## config.mk

```make
export PLATFORM = sky130hd
export DESIGN_NAME = ysyx_23060332_ifu
export DESIGN_NICKNAME = d
export VERILOG_FILES = /design/src/rtl/ysyx_23060332_ifu.sv
export SDC_FILE = /design/constraint.sdc
export NUM_CORES = 1
export LEC_CHECK = 0
export ABC_AREA = 1
export ABC_CLOCK_PERIOD_IN_PS = 1900
export CORE_ASPECT_RATIO = 2
export CORE_UTILIZATION = 44
export DETAILED_ROUTE_END_ITERATION = 12
export HOLD_SLACK_MARGIN = 0.05
export PLACE_DENSITY = 0.85
export REMOVE_ABC_BUFFERS = 1
export SLEW_MARGIN = 20
export SYNTH_ARGS = -nofsm -noshare
export SYNTH_HDL_FRONTEND = slang
export SYNTH_SLANG_ARGS = --single-unit
```

## constraint.sdc

```tcl
create_clock -name clk -period 1.9 [get_ports clk]
set_clock_uncertainty 0.15 [all_clocks]
set_input_delay 0.38 -clock clk [delete_from_list [all_inputs] [get_ports clk]]
set_output_delay 0.38 -clock clk [all_outputs]
set_load 0.01 [all_outputs]
```

## src/rtl/ysyx_23060332_ifu.sv

```systemverilog
// Instruction fetch unit: owns the PC, keeps one fetch in flight and hands each
// fetched word to decode over valid/ready; execute redirects override everything.
module ysyx_23060332_ifu #(
    parameter logic [31:0] RESET_PC = 32'h8000_0000
) (
    input  logic        clk,
    input  logic        rst_n,
    output logic        imem_req_valid,
    output logic [31:0] imem_req_addr,
    input  logic        imem_req_ready,
    input  logic        imem_rsp_valid,
    input  logic [31:0] imem_rsp_data,
    input  logic        imem_rsp_err,
    output logic        inst_valid_o,
    output logic [31:0] inst_o,
    output logic [31:0] inst_addr_o,
    input  logic        inst_ready_i,
    input  logic        jump_flag_i,
    input  logic [31:0] jump_addr_i,
    output logic        fetch_err_o
);

    localparam int unsigned XLEN = 32;

    typedef enum logic [1:0] {
        S_REQ  = 2'd0,
        S_WAIT = 2'd1,
        S_HOLD = 2'd2,
        S_ERR  = 2'd3
    } state_e;

    state_e            state_q, state_d;
    logic [XLEN-1:0]   pc_q, pc_d;
    logic [XLEN-1:0]   ibuf_q, ibuf_d;
    logic              discard_q, discard_d;
    logic              req_en_q;

    logic              req_fire;
    logic              jump_bad;

    // Requests are held off until the first edge after reset release.
    assign imem_req_valid = req_en_q & (state_q == S_REQ);
    assign imem_req_addr  = pc_q;
    assign inst_valid_o   = (state_q == S_HOLD) & ~jump_flag_i;
    assign inst_o         = ibuf_q;
    assign inst_addr_o    = pc_q;
    assign fetch_err_o    = (state_q == S_ERR);

    assign req_fire = imem_req_valid & imem_req_ready;
    assign jump_bad = (jump_addr_i[1:0] != 2'b00);

    always_ff @(posedge clk or negedge rst_n) begin
        if (!rst_n) begin
            state_q   <= S_REQ;
            pc_q      <= RESET_PC;
            ibuf_q    <= '0;
            discard_q <= 1'b0;
            req_en_q  <= 1'b0;
        end else begin
            state_q   <= state_d;
            pc_q      <= pc_d;
            ibuf_q    <= ibuf_d;
            discard_q <= discard_d;
            req_en_q  <= 1'b1;
        end
    end

    // Next state: a redirect wins over handshakes and responses in the same cycle.
    always_comb begin
        state_d   = state_q;
        pc_d      = pc_q;
        ibuf_d    = ibuf_q;
        discard_d = discard_q;
        unique case (state_q)
            S_REQ: begin
                if (jump_flag_i) begin
                    if (jump_bad) begin
                        state_d = S_ERR;
                    end else begin
                        pc_d = jump_addr_i;
                        if (req_fire) begin
                            state_d   = S_WAIT;
                            discard_d = 1'b1;
                        end
                    end
                end else if (req_fire) begin
                    state_d = S_WAIT;
                end
            end
            S_WAIT: begin
                if (jump_flag_i) begin
                    if (jump_bad) begin
                        state_d = S_ERR;
                    end else begin
                        pc_d = jump_addr_i;
                        if (imem_rsp_valid) begin
                            state_d   = S_REQ;
                            discard_d = 1'b0;
                        end else begin
                            discard_d = 1'b1;
                        end
                    end
                end else if (imem_rsp_valid) begin
                    if (discard_q) begin
                        discard_d = 1'b0;
                        state_d   = S_REQ;
                    end else if (imem_rsp_err) begin
                        state_d = S_ERR;
                    end else begin
                        ibuf_d  = imem_rsp_data;
                        state_d = S_HOLD;
                    end
                end
            end
            S_HOLD: begin
                if (jump_flag_i) begin
                    if (jump_bad) begin
                        state_d = S_ERR;
                    end else begin
                        pc_d    = jump_addr_i;
                        state_d = S_REQ;
                    end
                end else if (inst_ready_i) begin
                    pc_d    = pc_q + XLEN'(4);
                    state_d = S_REQ;
                end
            end
            S_ERR: begin
                state_d = S_ERR;
            end
            default: begin
                state_d = S_ERR;
            end
        endcase
    end

endmodule

```

# Word-level counts from Yosys, hierarchy flattened
# Cells that the tools add are included.
[classes] n_mux=26 reduce_logical=9 n_eq_ne=11 addsub=1 n_bitwise=6
[op_table] operator="two-way mux 32 bit" n=4
[op_table] operator="case mux 32 bit (2 select lines)" n=1
[op_table] operator="adder 32 x 3 -> 32 bit (second input constant)" n=1
[op_table] operator="two-way mux 2 bit" n=11
[op_table] operator="!= test 3 bit (second input constant)" n=4
[op_table] operator="two-way mux 1 bit" n=8
[op_table] operator="case mux 2 bit (4 select lines)" n=1
[op_table] operator="!= test 2 bit (second input constant)" n=3
[op_table] operator="AND reduction 3 bit" n=2
[op_table] operator="AND reduction 6 bit" n=1
[op_table] operator="nonzero test 2 bit" n=3
[op_table] operator="AND reduction 5 bit" n=1
[op_table] operator="equality test 2 bit (second input constant)" n=2
[op_table] operator="AND 1 bit" n=3
[op_table] operator="NOT 1 bit" n=3
[op_table] operator="equality test 2 x 1 -> 1 bit (second input constant)" n=1
[op_table] operator="logical NOT 2 bit" n=1
[op_table] operator="!= test 2 x 1 -> 1 bit (second input constant)" n=1
[op_table] operator="case mux 1 bit (2 select lines)" n=1
[op_table] operator="OR reduction 2 bit" n=1
[totals] register_bits=68 word_cells=58 out_inout_bits=99 input_bits=71

# Longest topological paths before layout
# Gate-level depths: netlist (run 1).
[depth] depth_word=7 mapped_depth=10 depth_no_buf=10

# Least setup slack after synthesis (run 1)
# Ideal clock, no wire load.
[synth_timing] path_type="reg-to-reg" startpoint="register pc_q[3] (netlist: imem_req_addr[3])" endpoint="register pc_q[22] (netlist: imem_req_addr[22])" synth_period_minus_slack_ps=1784 required_time_ps=1637 setup_ps=113 path_slack_ps=116 n_path_buf=0 t_arrival_ps=1521 path_stages_with_launch=11 path_cell_list="dfrtp_1 > ha_1 > inv_1 > nor2_2 > nand2_1 > nor2_2 > nand2_1 > nor2_1 > o21ai_0 > nand2_1 > inv_1"
[synth_via] elab_chain_cells=4
[synth_rtl] item="from (decl)" line="33" text="logic [XLEN-1:0] pc_q, pc_d;"
[synth_rtl] item="from (signal assigned)" line="61" text="pc_q <= pc_d;"
[synth_rtl] item="adder 32 x 3 -> 32 bit" line="124" text="pc_d = pc_q + XLEN'(4);"
[synth_rtl] item="two-way mux 32 bit" line="123" text="end else if (inst_ready_i) begin"
[synth_rtl] item="two-way mux 32 bit" line="116" text="if (jump_flag_i) begin"
[synth_rtl] item="case mux 32 bit (2 select lines)" line="74" text="unique case (state_q)"
# Every way passes these cells. The select of a mux whose other input is x is not followed.
# A chain may end at the register's enable or synchronous reset.

# Final worst setup path (run 1)
[layout_timing] startpoint="register pc_q[14] (netlist: imem_req_addr[14])" endpoint="output inst_addr_o[14]"
[layout_rtl] item="to (decl)" line="16" text="output logic [31:0] inst_addr_o,"
# No word-level cell between the ends.

==> flow_summary_export.csv, run 1 <==
group,metric,value,unit
floorplanning,die-width,71.8,um
clocking,clock_path_buffers,2,
pwr,powerDensity,1490,nW/um2
clocking,cts_buffers,9,
yosys,synth_largest_area_cell,"dfrtp_1",
sta,max_freq,0.530,GHz
critical_path,crit_fanout,6,
critical_path,cp-startpoint,"imem_req_addr[14]",
critical_path,cp_num_buf_inv,1,
yosys,syn_area,4290,um2
run,cap_violations,0,
cells_and_area,layout_common_cells,"149 x clkdlybuf4s50_1, 141 x nand2_1, 57 x inv_1, 54 x nor2_1",
pwr,switching_share,39.4,%
global_routing,grt_max_degree,69,
sta,final_hold_viol_count,0,
pwr,clkPwrFrac,17.1,%
pwr,combPwrFrac,54.7,%
placement,hpwl,10200,um
clocking,htreeDepth,3,
yosys,syn-mean-instance-area,7.63,um2
pwr,ir_worst_vdd,1.01,mV
critical_path,worst_r2r_startpoint,"state_q[1]",
pwr,p_sw,3.85,mW
yosys,ys_top_cells_by_area,"dfrtp_1 39%, nand2_1 13%, mux2_2 7.9%",
cells_and_area,drive_gt1_share,19.7,%
floorplanning,dieArea,10200,um2
sta,setup_tns,0,ns
yosys,yosysSeqAreaShare,39.7,%
min_path,hp-class,"reg -> reg",
global_routing,overflow,0,
clocking,numClockSinks,68,
yosys,netlist-cell-type-count,40,
routing,first_iter_violations,343,
cells_and_area,antenna_cells,0,
yosys,synth_seq_cells,68,
yosys,synth.top_cell.area_share,39.1,%
global_routing,first_global_vias,4698,
pwr,p_int,5.93,mW
clocking,cts_root_buf,"clkbuf_16",
pwr,p_seq_share,28.2,%
pwr,power,9.77,mW
critical_path,cp-end-kind,"output pin",
floorplanning,core_area,9380,um2
placement,gp_congestion,0.987,
routing,drc,0,
floorplanning,ios,170,
placement,port-buffer-count,169,
routing,viasPerCell,5.45,
floorplanning,num_rows,50,
cells_and_area,nNetsFinal,817,
yosys,synth_cells,562,
clocking,cts_tree,"built",
critical_path,path_cells,"clkdlybuf4s50_1",
sta,layout_min_cycle_time,1.89,ns
sta,rsz0062_at_grt,"true",
critical_path,crit_path_top_delay_cell,"clkdlybuf4s50_1",
pwr,p_leak,3.00,nW
sta,final-setup-viol-count,0,
global_routing,track_usage,27.8,%
status,outcome,"finished, final reports clean",
clocking,clk_pin_slew_worst_paths,0.06,ns
critical_path,start_kind,"flop",
routing,drtAntennaViolNets,0,
sta,finalMaxSlewViolations,0,
floorplanning,start_util,45.7,%
global_routing,grt_pass1_wl,21700,um
sta,finalCritPeriodShare,99.2,%
cells_and_area,final_common_cell,"clkdlybuf4s50_1",
min_path,hold_start,"inst_o[31]",
critical_path,cp.required,1.37,ns
routing,wirelength,13800,um
floorplanning,dieHeight,142,um
routing,first_pass_iters,7,
routing,wl_per_cell,16.2,um
yosys,ys_warn_count,0,
routing,vias,4651,
global_routing,antenna_found_initial,0,
critical_path,critical_path_class,"reg -> out",
critical_path,cp.arrival,1.36,ns
clocking,clk_latency,0.33,ns
critical_path,critPathMaxStageDelay,0.59,ns
cells_and_area,area_growth,53.5,%
critical_path,cp_top_family,"buffers and inverters",
## repair_timing
| action | CTS | global route |
|---|---|---|
| pin swaps | 0 | 0 |
| endpoints found under the hold margin | 67 | 0 |
| hold buffers | 1 | 0 |
| resized for setup | 33 | 21 |
| setup endpoints to repair | 47 | 37 |
| setup buffers | 3 | 8 |
## final timing paths
| check | end | cells past startpoint | slack (ns) |
|---|---|---|---|
| worst min register to register | inst_o[31] | 1 | 0.34 |
| min in group asynchronous | inst_o[21] | 3 | 0.49 |
| worst max register to register | inst_o[31] | 6 | 0.08 |
| worst max-delay path | inst_addr_o[14] | 1 | 0.01 |
| max in group asynchronous | state_q[0] | 3 | 0.79 |
| worst min-delay path | inst_o[31] | 1 | 0.34 |
## through the flow
stage               util (%)  setup WS (ns)  hold slack (ns)  area (um2)  instances
floorplan                  -         -0.812          -0.0656        3930        511
global placement        65.5         -0.253            0.281        6140        826
detailed placement      65.5         -0.260            0.292        6140        826
CTS                     69.0      0.0000130            0.344        6470        846
global route            70.1        -0.0365            0.371        6580        854
finish                  70.1         0.0146            0.340        6580        854
## registers in the layout, summed over array words and instances (netlist names)
| name | cells |
|---|---|
| imem_req_addr | 32 |
| discard_q | 1 |
| inst_o | 32 |
| state_q | 2 |
| req_en_q | 1 |
## Yosys cell counts
master,n
nand3_1,40
mux2_1,2
dfstp_2,1
nor2_4,2
buf_4,33
nand4_2,1
a22oi_1,1
a21oi_1,17
a21o_1,1
nand3_4,1
nand2_4,1
o21ai_0,36
inv_2,2
o21ai_2,2
mux2_2,30
inv_1,58
o31ai_1,5
a21oi_4,1
clkbuf_1,3
nor2b_1,1
nand2_1,143
nand2_2,1
conb_1,1
nor2_2,3
ha_1,1
nand4_1,3
o211ai_1,9
and2_1,1
o21a_1,1
a22oi_2,1
nor2_1,60
a31o_2,1
nor3b_1,1
buf_2,12
o22ai_1,1
buf_6,3
a32oi_1,1
nor3_1,12
nand3b_1,2
dfrtp_1,67
## metal layers
metal / wire, um / share of wire, % / GRT usage [%] / up-vias
met5: 0 / 0 / 0 / -
met4: 658 / 4.8 / 16.9 / 0
met3: 1060 / 7.7 / 6.25 / 57
met2: 7590 / 55 / 51.6 / 286
met1: 4540 / 33 / 26.8 / 2155
li1: - / - / - / 2153
## kinds of logic after synthesis
group / Yosys count / share of synthesized area (%)
AND/OR/NAND/NOR: 272 / 27.2
buffers and inverters: 111 / 13.5
AO/OA/AOI/OAI: 77 / 10.8
flip-flops: 68 / 39.7
multiplexers: 32 / 8.41
adder cells (fa/ha/maj): 1 / 0.292
other: 1 / 0.0875
## power by group through the flow
stage	sequential (mW)	clock, mW	combinational (mW)
6_report	2.76	1.67	5.35
5_1_grt	2.84	1.74	5.78
4_1_cts	2.78	1.69	5.17
3_3_place_gp	2.74	0	5.02
2_1_floorplan	3.07	0	1.77
3_5_place_dp	2.79	0	5.14
## cell type report
| class | count | area, um2 |
|---|---|---|
| Clock buffer | 9 | 225 |
| Clock inverter | 7 | 66.3 |
| Fill cell | 733 | 2800 |
| Inverter | 60 | 225 |
| Multi-Input combinational cell | 383 | 2040 |
| Sequential cell | 68 | 1730 |
| Tap cell | 104 | 130 |
| Timing Repair Buffer | 223 | 2160 |
Power figures use the tool's default switching activity.
==> run 2, diff against run 1 <==
CAP_MARGIN = 20   (was unset)
==> results of run 2 <==
Final layout, timing and power as in run 1 (identical DEF).
